File: src/rtl/sipo_pkg.sv
// Shared definitions for the serial-in/parallel-out deserializer.
// Holds the default word width, the output register state type and a counter-width helper.
package sipo_pkg;

  localparam int SIPO_DEF_WIDTH = 4;

  typedef enum logic {OUT_EMPTY, OUT_FULL} sipo_out_state_t;

  function automatic int cnt_w(input int width);
    return $clog2(width);
  endfunction

endpackage

File: src/rtl/sipo_shift_core.sv
// Shift register and bit counter that assemble serial bits into words.
// Emits a one-cycle word_done together with the word that includes the completing bit.
module sipo_shift_core import sipo_pkg::*; #(
  parameter int WIDTH     = SIPO_DEF_WIDTH,
  parameter bit LSB_FIRST = 1'b1
) (
  input  logic                      clk,
  input  logic                      rst,
  input  logic                      clr,
  input  logic                      si,
  input  logic                      si_valid,
  output logic [WIDTH-1:0]          word,
  output logic                      word_done,
  output logic [cnt_w(WIDTH)-1:0]   bit_cnt
);

  localparam int               CNT_W    = cnt_w(WIDTH);
  localparam logic [CNT_W-1:0] LAST_IDX = CNT_W'(WIDTH - 1);

  logic [WIDTH-1:0] sh_q, sh_d;
  logic [CNT_W-1:0] cnt_q, cnt_d;
  logic [WIDTH-1:0] shifted;

  generate
    if (LSB_FIRST) begin : g_lsb
      assign shifted = {si, sh_q[WIDTH-1:1]};
    end else begin : g_msb
      assign shifted = {sh_q[WIDTH-2:0], si};
    end
  endgenerate

  // si is only looked at when si_valid is high, so an undriven si never reaches state
  always_comb begin
    sh_d      = sh_q;
    cnt_d     = cnt_q;
    word_done = 1'b0;
    if (clr) begin
      sh_d  = '0;
      cnt_d = '0;
    end else if (si_valid) begin
      sh_d = shifted;
      if (cnt_q == LAST_IDX) begin
        cnt_d     = '0;
        word_done = 1'b1;
      end else begin
        cnt_d = cnt_q + CNT_W'(1);
      end
    end
  end

  always_ff @(posedge clk) begin
    if (rst) begin
      sh_q  <= '0;
      cnt_q <= '0;
    end else begin
      sh_q  <= sh_d;
      cnt_q <= cnt_d;
    end
  end

  assign word    = shifted;
  assign bit_cnt = cnt_q;

endmodule

File: src/rtl/sipo_deser.sv
// Deserializer top: shift core plus a one-word output register with valid/ready.
// A word completing while the register is held and not being accepted is dropped and sets overrun.
module sipo_deser import sipo_pkg::*; #(
  parameter int WIDTH     = SIPO_DEF_WIDTH,
  parameter bit LSB_FIRST = 1'b1
) (
  input  logic                      clk,
  input  logic                      rst,
  input  logic                      si,
  input  logic                      si_valid,
  input  logic                      clr,
  output logic [WIDTH-1:0]          dout,
  output logic                      dout_valid,
  input  logic                      dout_ready,
  output logic                      overrun,
  output logic [cnt_w(WIDTH)-1:0]   bit_cnt
);

  logic [WIDTH-1:0] word;
  logic             wordDone;

  sipo_out_state_t  state_q, state_d;
  logic [WIDTH-1:0] dout_q, dout_d;
  logic             overrun_q, overrun_d;

  sipo_shift_core #(
    .WIDTH     (WIDTH),
    .LSB_FIRST (LSB_FIRST)
  ) u_core (
    .clk       (clk),
    .rst       (rst),
    .clr       (clr),
    .si        (si),
    .si_valid  (si_valid),
    .word      (word),
    .word_done (wordDone),
    .bit_cnt   (bit_cnt)
  );

  // wordDone is already suppressed during clr, so clearing and setting overrun never collide
  always_comb begin
    state_d   = state_q;
    dout_d    = dout_q;
    overrun_d = overrun_q;
    if (clr) begin
      overrun_d = 1'b0;
    end
    case (state_q)
      OUT_EMPTY: begin
        if (wordDone) begin
          dout_d  = word;
          state_d = OUT_FULL;
        end
      end
      OUT_FULL: begin
        if (wordDone) begin
          if (dout_ready) begin
            dout_d = word;
          end else begin
            overrun_d = 1'b1;
          end
        end else if (dout_ready) begin
          state_d = OUT_EMPTY;
        end
      end
      default: state_d = OUT_EMPTY;
    endcase
  end

  always_ff @(posedge clk) begin
    if (rst) begin
      state_q   <= OUT_EMPTY;
      dout_q    <= '0;
      overrun_q <= 1'b0;
    end else begin
      state_q   <= state_d;
      dout_q    <= dout_d;
      overrun_q <= overrun_d;
    end
  end

  assign dout       = dout_q;
  assign dout_valid = (state_q == OUT_FULL);
  assign overrun    = overrun_q;

endmodule

File: config.mk
export PLATFORM = sky130hd
export DESIGN_NAME = sipo_deser
export DESIGN_NICKNAME = d
export VERILOG_FILES = /design/src/rtl/sipo_pkg.sv /design/src/rtl/sipo_shift_core.sv /design/src/rtl/sipo_deser.sv
export SDC_FILE = /design/constraint.sdc
export NUM_CORES = 1
export LEC_CHECK = 0
export ABC_AREA = 1
export BUFFER_PORTS_ARGS = -buffer_cell sky130_fd_sc_hd__buf_2
export CAP_MARGIN = 20
export CORE_AREA = 2 2 39 41
export CTS_CLUSTER_DIAMETER = 60
export CTS_CLUSTER_SIZE = 40
export DETAILED_ROUTE_END_ITERATION = 10
export DIE_AREA = 0 0 41 43
export HOLD_SLACK_MARGIN = 0.08
export SYNTH_ARGS = -nofsm -noshare
export SYNTH_HDL_FRONTEND = slang
export SYNTH_HIERARCHICAL = 1
export SYNTH_SLANG_ARGS = --single-unit
File: constraint.sdc
create_clock -name clk -period 2.2 [get_ports clk]
set_input_delay 0.44 -clock clk [delete_from_list [all_inputs] [get_ports clk]]
set_output_delay 0.44 -clock clk [all_outputs]
set_load 0.1 [all_outputs]
==> out/qor.yml, run 1 <==
status: "complete, no violations"
synth_seq_area_share_pct: 42.8
die_area_um2: 1760
peakVddDrop_uv: 264
critPathBufInv: 1
syn_to_final_growth_pct: 16.5
grt_overflow: 0
wl_um: 829
wire_per_inst_um: 8.13
critPathArrivalTime_ns: 1.09
num_rows: 14
cts-resized-gates: 0
critPathLaunchType: "register"
regToRegSetupSlack_ns: 0.73
grt_pass1_wl_um: 1470
drt_iter0_markers: 2
total_power_uw: 386
dr.pass1.iters: 2
grt_setup_unrepaired: "false"
worst_ep_required_time_ns: 1.76
synth.net_count: 79
layout.nets: 94
drc: 0
maxSlewViolCount: 0
slew_headroom_pct: 59.7
fin_crit_ns: 1.53
core_um2: 1380
clk_pin_slew_ns: 0.06
synth_top_area_share_pct: 42.8
synth_cell_types: 15
max_freq_ghz: 0.653
hold_class: "primary input to register"
worstPathMaxFanout: 4
cts_hold_buf: 0
synth_seq_cells: 11
stdcell_area_um2: 599
synth_cells: 72
postCtsSetupRepairBufs: 0
path_delay_family: "buffers and inverters"
fin_worst_skew_ns: 0.00413
place_hpwl_um: 643
die_y_um: 43
io_pins: 14
grt_start_max_net_pins: 12
yosys.area.top_type: "dfxtp_1"
ys.warnings.count: 6
clk_latency_ns: 0.26
place_inst: 98
start_util_pct: 37.2
fin_util_pct: 43.3
cts_tree: "built"
hold_violations: 0
clockBufferDepth: 2
grt_pass1_vias: 369
gp_congestion: 0.682
crit_slowest_cell: "buf_2"
clkSinkCount: 11
cts_made_buffers: 3
crit_type: "register to primary output"
placed_area_um2: 573
setup_violations: 0
viasPerCell: 4.13
vias: 421
antenna_left: 0
die_w_um: 41
port_buffers: 13
layout.cells.non_filler: 102
tns_ns: 0
antenna_found_initial: 0
cellLeakagePower_uw: 0.000284
synth_area_leaders: "dfxtp_1 (43%), nand2_1 (11%), inv_1 (7.3%)"
root_buffer: "clkbuf_4"
end_kind: "primary output"
cpPeakStageDelay_ns: 0.45
worst_pin_slew_ns: 0.602
track_usage_pct: 12.4
drive_gt1_share_pct: 30.2
power_density_nw_per_um2: 644
syn_area_um2: 514
crit_chain: "buf_2"
antenna_cells: 0
htreeDepth: 1
cap_violations: 0
fin_crit_sh_pct: 69.6
syn_area_per_cell_um2: 7.14
==> state kept, by name, summed over array words and instances (netlist names) <==
register,cells
dout_valid,1
u_core/sh_q,3
u_core/bit_cnt,2
overrun,1
dout,4
==> worst paths after layout <==
check,cells after the start,endpoint,from
worst max register to register,5,overrun,u_core/bit_cnt[0]
worst min-delay path,2,dout_valid,rst
worst min register to register,2,overrun,overrun
worst max-delay path,1,bit_cnt[0],u_core/bit_cnt[0]
==> per-layer routing <==
| layer | routed length, µm | part of all wire, % | vias to the layer above | track usage, % |
|---|---|---|---|---|
| met5 | 0 | 0 | - | 0 |
| met4 | 6 | 0.72 | 0 | 10.0 |
| met3 | 63 | 7.6 | 2 | 3.14 |
| met2 | 354 | 43 | 10 | 16.3 |
| met1 | 405 | 49 | 166 | 16.3 |
| li1 | - | - | 243 | - |
==> cells in the final DEF, fill, tap and decap left out, drive strengths merged <==
cell | synthesis | routed
a21oi | 7 | 7
buf | 3 | 13
clkbuf | 0 | 4
clkinv | 1 | 1
dfxtp | 11 | 11
ha | 1 | 1
inv | 12 | 12
nand2 | 17 | 17
nand3 | 5 | 5
nor2 | 15 | 15
==> area by class of cell <==
class,instances,area (µm²)
Inverter,13,48.8
Timing Repair Buffer,13,65.1
Fill cell,151,785
Tap cell,16,20.0
Multi-Input combinational cell,45,219
Clock buffer,4,26.3
Sequential cell,11,220
==> through the flow <==
stage                     hold WS, ns  setup WS, ns
after floorplan                 0.458         0.361
after global placement          0.448         0.669
after detailed placement        0.453         0.641
after CTS                       0.399         0.648
after global routing            0.408         0.573
final                           0.409         0.668
==> cells by family after synthesis <==
group	count (synthesis)	synth area share [%]
and+or+nand+nor	37	32.6
buffers and inverters	16	14.6
DFF	11	42.8
AOI/OAI and AO/OA	7	7.54
adders and majority gates	1	2.43
==> cell usage after synthesis <==
cell and n:
nand2_2 2, a21oi_1 6, buf_4 2, nor2_2 4, nor2_4 1, clkinv_1 1
buf_6 1, nand2_1 15, nor2_1 10, inv_2 2, ha_1 1, nand3_1 5
a21oi_2 1, inv_1 10, dfxtp_1 11
==> power by group <==
part / internal [µW] / switching [µW] / total (µW)
clock network: 70.0 / 63.7 / 134
logic: 13.5 / 33.0 / 46.4
registers: 203 / 3.00 / 206
Note: power is estimated with default switching activity, not from simulation.
==> inputs of run 2 (changes only) <==
- clock period: 2.2 -> 1.56 ns (I/O delays scaled with it)
==> run 2 against run 1 <==
Against the previous run: non-clock buffer count grew 1; flip-flop and latch count is the same; combinational power grew 42%; utilization grew 0.72 points; clock skew shrank 0.0035 ns; sequential share of layout area shrank 0.19 points; total power grew 42%; clock-buffer cell count is the same; highest routed layer is now met3; clock power grew 44%.
==> out/qor.yml, run 2 (same netlist as run 1, synthesis figures left out) <==
maxSlewViolCount: 0  # unchanged
grt_start_max_net_pins: 12  # unchanged
max_freq_ghz: 0.730
core_um2: 1380  # unchanged
clk_pin_slew_ns: 0.07  # about the same
layout.nets: 95  # +1.1%
start_util_pct: 37.2  # unchanged
setup_violations: 0  # unchanged
r2r-start: "u_core/bit_cnt[0]"
clockBufferDepth: 2  # unchanged
tns_ns: 0  # unchanged
drc: 0  # unchanged
critPathBufInv: 1  # unchanged
hold_violations: 0  # unchanged
cts_made_buffers: 3  # unchanged
peakVddDrop_uv: 434  # +64%
placed_area_um2: 583  # +1.7%
crit_slowest_cell: "buf_2"
drive_gt1_share_pct: 33.3  # +3.1 points
cpPeakStageDelay_ns: 0.44  # about the same
die_w_um: 41  # unchanged
largest_reg_flops: 4  # unchanged
path_delay_family: "buffers and inverters"
vias: 435  # +3.3%
clk_latency_ns: 0.27  # about the same
end_kind: "primary output"
layout_commonest_cell: "nand2_1"
crit_start: "dout_valid"
wl_um: 885  # +6.8%
antenna_cells: 0  # unchanged
power_density_nw_per_um2: 902  # +40%
die_y_um: 43  # unchanged
htreeDepth: 1  # unchanged
hold_ws_ns: 0.275  # -0.133 ns
hold_start: "rst"
cts_tree: "built"
mostFrequentLayoutCells: "nand2_1 (15), buf_2 (13), inv_1 (10), nor2_1 (10), dfxtp_1 (9)"
syn_to_final_growth_pct: 18.5
grt_setup_unrepaired: "false"
setup_ws_ns: 0.191  # -0.478 ns
cap_violations: 0  # unchanged
cellLeakagePower_uw: 0.000291  # +2.2%
num_rows: 14  # unchanged
hold_class: "primary input to register"
wire_per_inst_um: 8.59  # +5.7%
crit_type: "register to primary output"
track_usage_pct: 12.9  # +0.48 points
critPathArrivalTime_ns: 1.06  # -0.03 ns
root_buffer: "clkbuf_4"
dr.pass1.iters: 3  # +1
drt_iter0_markers: 7  # +5
antenna_found_initial: 0  # unchanged
dpl_worst_slack_ns: 0.404  # -0.237 ns
clkSinkCount: 11  # unchanged
slew_headroom_pct: 67.9  # +8.2 points
num-fill-cells: 151  # unchanged
viasPerCell: 4.22  # +2.3%
crit_chain: "buf_2"
worst_pin_slew_ns: 0.485  # -0.117 ns
cts_hold_buf: 0  # unchanged
antenna_left: 0  # unchanged
port_buffers: 13  # unchanged
total_power_uw: 550  # +42%
gp_congestion: 0.670  # -1.7%
fin_worst_skew_ns: 0.000656  # -0.00347 ns
fin_crit_sh_pct: 87.8
worst_ep_required_time_ns: 1.25  # -0.51 ns
io_pins: 14  # unchanged
stdcell_area_um2: 609  # +1.7%
postCtsSetupRepairBufs: 0  # unchanged
die_area_um2: 1760  # unchanged
grt_overflow: 0  # unchanged
grt_pass1_wl_um: 1500  # +1.9%
place_hpwl_um: 659  # +2.6%
fin_crit_ns: 1.37
worstPathMaxFanout: 3  # -1
status: "complete, no violations"
cts-resized-gates: 0  # unchanged
grt_pass1_vias: 377  # +2.2%
critPathLaunchType: "register"
run 2: cell types whose count changed in the layout (fill, tap and decap cells not counted):
| cell | previous run | this run |
|---|---|---|
| buf_4 | 0 | 1 |
| dfxtp_1 | 11 | 9 |
| dfxtp_2 | 0 | 2 |
run 2: final timing paths:
check                           cells after the start  slack [ns]    endpoint
worst max-delay path                                1        0.19  dout_valid
worst min-delay path                                2        0.28  dout_valid
worst max register to register                      7        0.42     dout[3]
worst min register to register                      2        0.46     overrun
run 2: where the power goes:
| part | switching [µW] | internal, µW |
|---|---|---|
| clock network | 93.9 | 99.0 |
| registers | 4.29 | 287 |
| logic | 46.8 | 19.1 |
run 2: metal layers:
metal | wire length (µm) | GRT usage, % | vias to the layer above
met2 | 383 | 17.8 | 13
met5 | 0 | 0 | -
met3 | 81 | 9.42 | 0
met1 | 421 | 15.2 | 178
li1 | - | - | 244
met4 | 0 | 4.00 | 0
run 2: cell type report:
| cell class | count | area [µm²] | share of cell area (%) |
|---|---|---|---|
| clock buffer | 4 | 26.3 | 4.31 |
| inverter | 13 | 48.8 | 8.01 |
| tap | 16 | 20.0 | 3.29 |
| sequential | 11 | 223 | 36.6 |
| timing repair buffer | 14 | 72.6 | 11.9 |
| multi-input combinational | 45 | 219 | 35.9 |
run 2: per-stage QoR:
stage,cells,util (%)
global route,103,44.0
global placement,99,42.1
floorplan,72,-
CTS,103,44.0
detailed placement,99,42.1
finish,103,44.0
